<file path="config.mk">
export PLATFORM = sky130hd
export DESIGN_NAME = tradeoff_w_sequencer
export DESIGN_NICKNAME = d
export VERILOG_FILES = /design/src/rtl/tradeoff_pkg.sv /design/src/rtl/tradeoff_w_sequencer_sat_counter.sv /design/src/rtl/tradeoff_w_sequencer.sv
export SDC_FILE = /design/constraint.sdc
export NUM_CORES = 1
export LEC_CHECK = 0
export CORE_UTILIZATION = 49
export CTS_CLUSTER_DIAMETER = 100
export CTS_CLUSTER_SIZE = 8
export DETAILED_ROUTE_END_ITERATION = 6
export GPL_ROUTABILITY_DRIVEN = 1
export GPL_TIMING_DRIVEN = 0
export PLACE_DENSITY = 0.86
export SYNTH_ARGS = -nofsm -noshare
export SYNTH_HDL_FRONTEND = slang
export SYNTH_SLANG_ARGS = --single-unit
</file>
<file path="constraint.sdc">
create_clock -name clk -period 4.7 [get_ports clk]
set_input_delay 1.41 -clock clk [delete_from_list [all_inputs] [get_ports clk]]
set_output_delay 1.41 -clock clk [all_outputs]
set_load 0.03 [all_outputs]
</file>
<file path="src/rtl/tradeoff_pkg.sv">
// Shared types and default sizing for the Tradeoff_8bits W sequencer.
package tradeoff_pkg;

   typedef enum logic [1:0] {
      IDLE   = 2'd0,
      START  = 2'd1,
      WAIT   = 2'd2,
      RESULT = 2'd3
   } state_t;

   localparam int unsigned W_BITS_DEF   = 20;
   localparam int unsigned N_BITS_DEF   = 9;
   localparam int unsigned TO_BITS_DEF  = 10;
   localparam int unsigned TIMEOUT_DEF  = 1000;
   localparam int unsigned EXP_N_DEF    = 255;
   localparam int unsigned CNT_BITS_DEF = 16;

endpackage

</file>
<file path="src/rtl/tradeoff_w_sequencer_sat_counter.sv">
// Saturating up-counter with synchronous active-high clear.
module sat_counter #(
   parameter int unsigned WIDTH = 16
) (
   input  logic             clk,
   input  logic             rst,
   input  logic             inc,
   output logic [WIDTH-1:0] q
);

   // Count up on inc, sticking at all-ones instead of wrapping.
   always_ff @(posedge clk) begin
      if (rst) begin
         q <= '0;
      end else if (inc && (q != {WIDTH{1'b1}})) begin
         q <= q + WIDTH'(1);
      end
   end

endmodule

</file>
<file path="src/rtl/tradeoff_w_sequencer.sv">
// Feeds W operands to the search core one at a time, waits for found or a
// watchdog expiry, and hands {W, N, pass, timeout} downstream with counters.
module tradeoff_w_sequencer
   import tradeoff_pkg::*;
#(
   parameter int unsigned W_BITS   = W_BITS_DEF,
   parameter int unsigned N_BITS   = N_BITS_DEF,
   parameter int unsigned TO_BITS  = TO_BITS_DEF,
   parameter int unsigned TIMEOUT  = TIMEOUT_DEF,
   parameter int unsigned EXP_N    = EXP_N_DEF,
   parameter int unsigned CNT_BITS = CNT_BITS_DEF
) (
   input  logic                clk,
   input  logic                rst,
   input  logic                in_valid,
   output logic                in_ready,
   input  logic [W_BITS-1:0]   in_w,
   output logic [W_BITS-1:0]   core_w,
   output logic                core_start,
   input  logic                core_found,
   input  logic [N_BITS-1:0]   core_n,
   output logic                res_valid,
   input  logic                res_ready,
   output logic [W_BITS-1:0]   res_w,
   output logic [N_BITS-1:0]   res_n,
   output logic                res_pass,
   output logic                res_timeout,
   output logic                busy,
   output logic [CNT_BITS-1:0] total_cnt,
   output logic [CNT_BITS-1:0] err_cnt
);

   localparam logic [TO_BITS-1:0] WD_LAST = TO_BITS'(TIMEOUT - 1);
   localparam logic [N_BITS-1:0]  N_GOOD  = N_BITS'(EXP_N);

   state_t             state;
   state_t             state_nxt;
   logic [TO_BITS-1:0] wd;
   logic               in_ready_nxt;
   logic               core_start_nxt;
   logic               res_valid_nxt;
   logic               busy_nxt;
   logic               res_done_c;
   logic               err_inc_c;

   assign res_done_c = res_valid && res_ready;
   assign err_inc_c  = res_done_c && !res_pass;

   // Next state plus the next value of every state-derived output.
   always_comb begin
      state_nxt = state;
      unique case (state)
         IDLE:    if (in_valid) state_nxt = START;
         START:   state_nxt = WAIT;
         WAIT:    if (core_found || (wd == WD_LAST)) state_nxt = RESULT;
         RESULT:  if (res_ready) state_nxt = IDLE;
         default: state_nxt = IDLE;
      endcase
      in_ready_nxt   = (state_nxt == IDLE);
      core_start_nxt = (state_nxt == START);
      res_valid_nxt  = (state_nxt == RESULT);
      busy_nxt       = (state_nxt != IDLE);
   end

   // State register with registered handshake/status outputs.
   always_ff @(posedge clk) begin
      if (rst) begin
         state      <= IDLE;
         in_ready   <= 1'b1;
         core_start <= 1'b0;
         res_valid  <= 1'b0;
         busy       <= 1'b0;
      end else begin
         state      <= state_nxt;
         in_ready   <= in_ready_nxt;
         core_start <= core_start_nxt;
         res_valid  <= res_valid_nxt;
         busy       <= busy_nxt;
      end
   end

   // Operand latch, watchdog and result capture; found beats watchdog expiry.
   always_ff @(posedge clk) begin
      if (rst) begin
         core_w      <= '0;
         res_w       <= '0;
         res_n       <= '0;
         res_pass    <= 1'b0;
         res_timeout <= 1'b0;
         wd          <= '0;
      end else begin
         unique case (state)
            IDLE: begin
               if (in_valid) begin
                  core_w <= in_w;
                  res_w  <= in_w;
               end
            end
            START: wd <= '0;
            WAIT: begin
               wd <= wd + TO_BITS'(1);
               if (core_found) begin
                  res_n       <= core_n;
                  res_timeout <= 1'b0;
                  res_pass    <= (core_n == N_GOOD);
               end else if (wd == WD_LAST) begin
                  res_n       <= '0;
                  res_timeout <= 1'b1;
                  res_pass    <= 1'b0;
               end
            end
            default: ;
         endcase
      end
   end

   sat_counter #(.WIDTH(CNT_BITS)) u_total_cnt (
      .clk (clk),
      .rst (rst),
      .inc (res_done_c),
      .q   (total_cnt)
   );

   sat_counter #(.WIDTH(CNT_BITS)) u_err_cnt (
      .clk (clk),
      .rst (rst),
      .inc (err_inc_c),
      .q   (err_cnt)
   );

endmodule

</file>
# Word-level counts from Yosys, hierarchy flattened
# Index checks and enable logic that the tools add are counted.
dict set report word_totals {
  ff_bits 79
  in_bits 34
  out_inout_bits 87
  word_cells 48
}
dict set report classes {
  add_sub_neg 3
  eq_ne 9
  mux 11
  reduce_logical 13
}
# cell n
set ops {}
lappend ops {{$add 16x1->16 const B} 2}
lappend ops {{$ne 16x16->1 const B} 2}
lappend ops {{$pmux 10 s2} 1}
lappend ops {{$mux 9} 2}
lappend ops {{$add 10x1->10 const B} 1}
lappend ops {{$eq 10x10->1 const B} 1}
lappend ops {{$eq 9x8->1 const B} 1}
lappend ops {{$pmux 2 s4} 1}
lappend ops {{$eq 2x2->1 const B} 3}
lappend ops {{$mux 2} 3}
lappend ops {{$reduce_bool 2->1} 3}
lappend ops {{$eq 2x1->1 const B} 2}
lappend ops {{$logic_and 1x1->1} 4}
lappend ops {{$logic_not 2->1} 2}
lappend ops {{$mux 1} 4}
lappend ops {{$reduce_and 2->1} 2}
lappend ops {{$logic_not 1->1} 1}
lappend ops {{$logic_or 1x1->1} 1}

# Logic depth before layout (Yosys ltp)
dict set report logic_depth {
  depth_word 5
  mapped_depth 9
  mapped_depth_nobuf 8
}

# By module
# Synthesis repeated with hierarchy kept, for this count alone.
dict set report unflattened {
  hier_cells 422
  area_unflattened_um2 3699.8
}
# mod instances cells_each area_per_inst_um2 seq_area_each_um2
set by_module_without_submodules {}
lappend by_module_without_submodules {tradeoff_w_sequencer 1 224 2003.2 940.9}
lappend by_module_without_submodules {sat_counter 2 99 848.3 320.3}

# Worst setup path before layout
# No wires, ideal clock.
dict set report synth_timing {
  path_kind {input-to-reg}
  startpoint {in res_ready}
  endpoint {reg u_err_cnt.q[4]}
  setup_ns 0.121
  arrival_time_ns 2.597
  t_required_ns 4.579
  path_slack_ns 1.982
  cell_stages 5
  path_buffers 1
  cell_sequence {and3b_1 -> buf_2 -> a21boi_1 -> and3_1 -> mux2_2}
}
dict set report synth_via {
  elab_chain_len 3
}
# element line
set synth_lines {}
lappend synth_lines {{start: declaration} tradeoff_w_sequencer.sv:23} ;# input logic res_ready,
lappend synth_lines {{$logic_and 1x1->1} tradeoff_w_sequencer.sv:46} ;# assign res_done_c = res_valid && res_ready;
lappend synth_lines {{$logic_and 1x1->1} tradeoff_w_sequencer.sv:47} ;# assign err_inc_c = res_done_c && !res_pass;
lappend synth_lines {{$logic_and 1x1->1} tradeoff_w_sequencer_sat_counter.sv:15} ;# end else if (inc && (q != {WIDTH{1'b1}})) begin
lappend synth_lines {{end signal: assignment} tradeoff_w_sequencer_sat_counter.sv:16} ;# q <= q + WIDTH'(1);
lappend synth_lines {{end: declaration} tradeoff_w_sequencer_sat_counter.sv:8} ;# output logic [WIDTH-1:0] q
# Every way passes these cells.
# A chain may end at the register's enable or synchronous reset.

# Final worst setup path
# Ends and elaborated chain as after synthesis.

==> flow_metrics.py <==
metrics = {
    "timing": {
        "finalCriticalPeriod_ns": 3.21,
        "hold_ws_ns": 0.480,
        "max_slew_margin_pct": 50.0,
        "fmax_mhz": 312,
        "slew_violations": 0,
        "worst_pin_slew_ns": 0.740,
        "setup_tns_ns": 0,
        "finalHoldViolCount": 0,
        "setup_violations": 0,
        "timing.final.crit_share_pct": 68.3,
        "grt_setup_unrepaired": "no",
        "clock_skew_ns": 0.00560,
    },
    "pwr": {
        "p_sw_share_pct": 32.7,
        "irDropWorstVdd_uv": 254,
        "power_leakage_nw": 1.87,
        "power_mw": 2.06,
        "p_comb_share_pct": 32.9,
        "p_seq_share_pct": 38.5,
        "switchingPower_mw": 0.673,
        "powerDensity_nw_per_um2": 406,
        "p_int_mw": 1.38,
        "power_frac_clock_pct": 28.6,
    },
    "flow_run": {
        "maxCapViolCount": 0,
    },
    "clocking": {
        "clock_latency_ns": 0.33,
        "cts_hold_buffers": 0,
        "numCtsBuffers": 9,
        "cts_htree_levels": 3,
        "cts-root-buf": "clkbuf_8",
        "cts_sinks": 79,
        "cts_buffer_depth": 2,
        "clk_pin_slew_ns": 0.08,
        "cts_resized": 0,
        "cts_tree": "yes",
        "cts_setup_buffers": 0,
    },
    "drt": {
        "drtPass1Iterations": 5,
        "first_iter_violations": 181,
        "wl_mm": 8.96,
        "num_vias": 3341,
        "ant_nets": 0,
        "route.detailed.drc": 0,
        "viasPerCell": 5.20,
        "wl_per_cell_um": 13.9,
    },
    "setup_path": {
        "timing.rr.start": "state[0]",
        "rr_worst_depth": 8,
        "rr_endpoint": "res_pass",
        "crit_required_ns": 4.93,
        "cp_max_fo": 9,
        "path_class": "input pin to register",
        "rrSetupSlack_ns": 2.53,
        "arrival_ns": 3.43,
        "start_kind": "input pin",
        "end_kind": "register",
    },
    "outcome": {
        "status": "finished, final reports clean",
    },
    "floorplanning": {
        "initial_core_util_pct": 51.3,
        "die_w_um": 86.5,
        "dieArea_sq_um": 7490,
        "dieHeight_um": 86.5,
        "pin_count": 121,
        "rows": 30,
        "coreArea_sq_um": 6830,
    },
    "synth": {
        "synthArstFlopShare_pct": 0,
        "synth_top_family_by_area": "simple AND/OR/NAND/NOR gates",
        "synth_cells": 411,
        "synth.area.mux_share_pct": 1.75,
        "synth_fp_nets": 452,
        "syn_area_sq_um": 3500,
        "synth-edff-count": 0,
        "synth_xor_area_share_pct": 7.50,
        "synth_ff_type": "dfxtp_1",
        "synth_compound_area_share_pct": 10.6,
        "yosys.area_share.simple_pct": 25.3,
        "yosysSeqAreaShare_pct": 45.2,
        "synth.distinct_cells": 49,
        "synth_seq_cells": 79,
        "yosys_warnings": 0,
        "syn_area_per_cell_sq_um": 8.52,
        "synthAdderAreaFrac_pct": 2.50,
    },
    "global_routing": {
        "grt_first_pass_wirelength_mm": 14.3,
        "gr-total-overflow": 0,
        "grtUsageTotal_pct": 24.1,
        "antenna_found_initial": 0,
        "grt_pass1_vias": 3047,
        "grt_max_degree": 13,
    },
    "layout": {
        "antenna_cells": 0,
        "syn_to_final_growth_pct": 44.7,
        "drive_gt1_share_pct": 8.78,
        "fillCellCount": 526,
        "nets": 583,
        "final_util_pct": 74.2,
        "fin_cells": 643,
    },
    "min_path": {
        "hold_depth": 2,
        "min-delay-start": "res_w[15]",
        "hold_class": "register to register",
        "hold_end": "res_w[15]",
    },
    "placed_design": {
        "dpl.cell_count": 627,
        "place_congestion": 0.878,
        "port_buffers": 120,
        "dp_hpwl_mm": 6.62,
    },
}
cell type report:
class / instances / area (sq um) / share of cell area [%]
plain buffers: 38 / 228 / 4.49
clock buffers: 14 / 183 / 3.61
clock inverters: 2 / 60.1 / 1.19
inverters: 6 / 22.5 / 0.445
multi-input cells: 288 / 1670 / 33.0
flip-flops and latches: 79 / 1580 / 31.2
well taps: 96 / 120 / 2.37
repair buffers: 120 / 1200 / 23.7
power groups by stage:
stage	registers, mW	clock network, mW	logic, mW
final	0.792	0.588	0.676
after global routing	0.802	0.631	0.724
after CTS	0.793	0.597	0.678
after detailed placement	0.807	0	0.674
after global placement	0.804	0	0.658
after floorplan	0.902	0	0.313
how the worst max path moves through the flow:
| stage | cells after the start | slack, ns | start | to |
|---|---|---|---|---|
| after floorplan | 5 | 1.98 | res_ready | u_err_cnt.q[4] |
| after global placement | 6 | 1.20 | res_ready | u_err_cnt.q[4] |
| after detailed placement | 6 | 1.16 | res_ready | u_err_cnt.q[4] |
| after CTS | 6 | 1.51 | res_ready | u_err_cnt.q[4] |
| after global routing | 6 | 1.40 | res_ready | u_err_cnt.q[4] |
| final | 6 | 1.49 | res_ready | u_err_cnt.q[4] |
synthesized netlist by cell type, drive strengths merged, types with 3 or more instances:
master / count / share of area [%]
o21ai: 6 / 0.96
a211oi: 3 / 0.64
inv: 6 / 0.64
nand3: 6 / 1.0
dfxtp: 79 / 45
and2: 4 / 0.71
nand4: 18 / 3.4
nor3: 8 / 1.1
xnor2: 18 / 4.5
or4: 4 / 0.96
a21oi: 31 / 4.4
buf: 24 / 5.0
or3: 4 / 0.86
and3: 8 / 1.4
xor2: 12 / 3.0
mux2i: 5 / 1.4
ha: 7 / 2.5
a22oi: 8 / 1.7
nand2: 65 / 7.0
nor4: 3 / 0.54
clkbuf: 14 / 1.5
nor2: 55 / 5.9
routing by layer:
metal | part of all wire, % | global-route usage [%] | vias up
li1 | - | - | 1641
met1 | 44 | 29.4 | 1555
met2 | 48 | 42.0 | 135
met3 | 6.1 | 4.57 | 10
met4 | 1.4 | 9.55 | 0
met5 | 0 | 0 | -
per-stage QoR:
stage / instance area, sq um / setup WS (ns)
finish: 5070 / 1.49
global route: 5070 / 1.40
CTS: 5070 / 1.51
detailed placement: 4820 / 1.16
global placement: 4820 / 1.20
floorplan: 3500 / 1.98
sequential cells by signal (all words and copies together), names as in the netlist:
signal         cells
core_start         1
res_timeout        1
in_ready           1
busy               1
u_total_cnt.q     16
u_err_cnt.q       16
res_n              9
res_pass           1
res_w             20
state              2
wd                10
res_valid          1
critical path: stages:
cell	delay, ns
clkdlybuf4s50_1	0.55
and3b_1	0.19
buf_2	0.20
a21boi_1	0.51
and3_1	0.24
mux2_2	0.33
layout by cell type (no fill, tap or decap), types with 13 or more instances in the layout:
cell type and count:
clkdlybuf4s50_1 120, dfxtp_1 79, nand2_1 65, nor2_1 55
a21oi_1 31, buf_4 20, xnor2_1 18, nand4_1 17
clkbuf_1 15, clkbuf_8 13
cells by family after synthesis:
kind of cell	after synthesis
simple gates	186
flops	79
compound gates	59
buf+inv	44
xor+xnor	30
fa+ha+maj	7
mux	6
No activity file was read; power rests on OpenSTA's default activity.
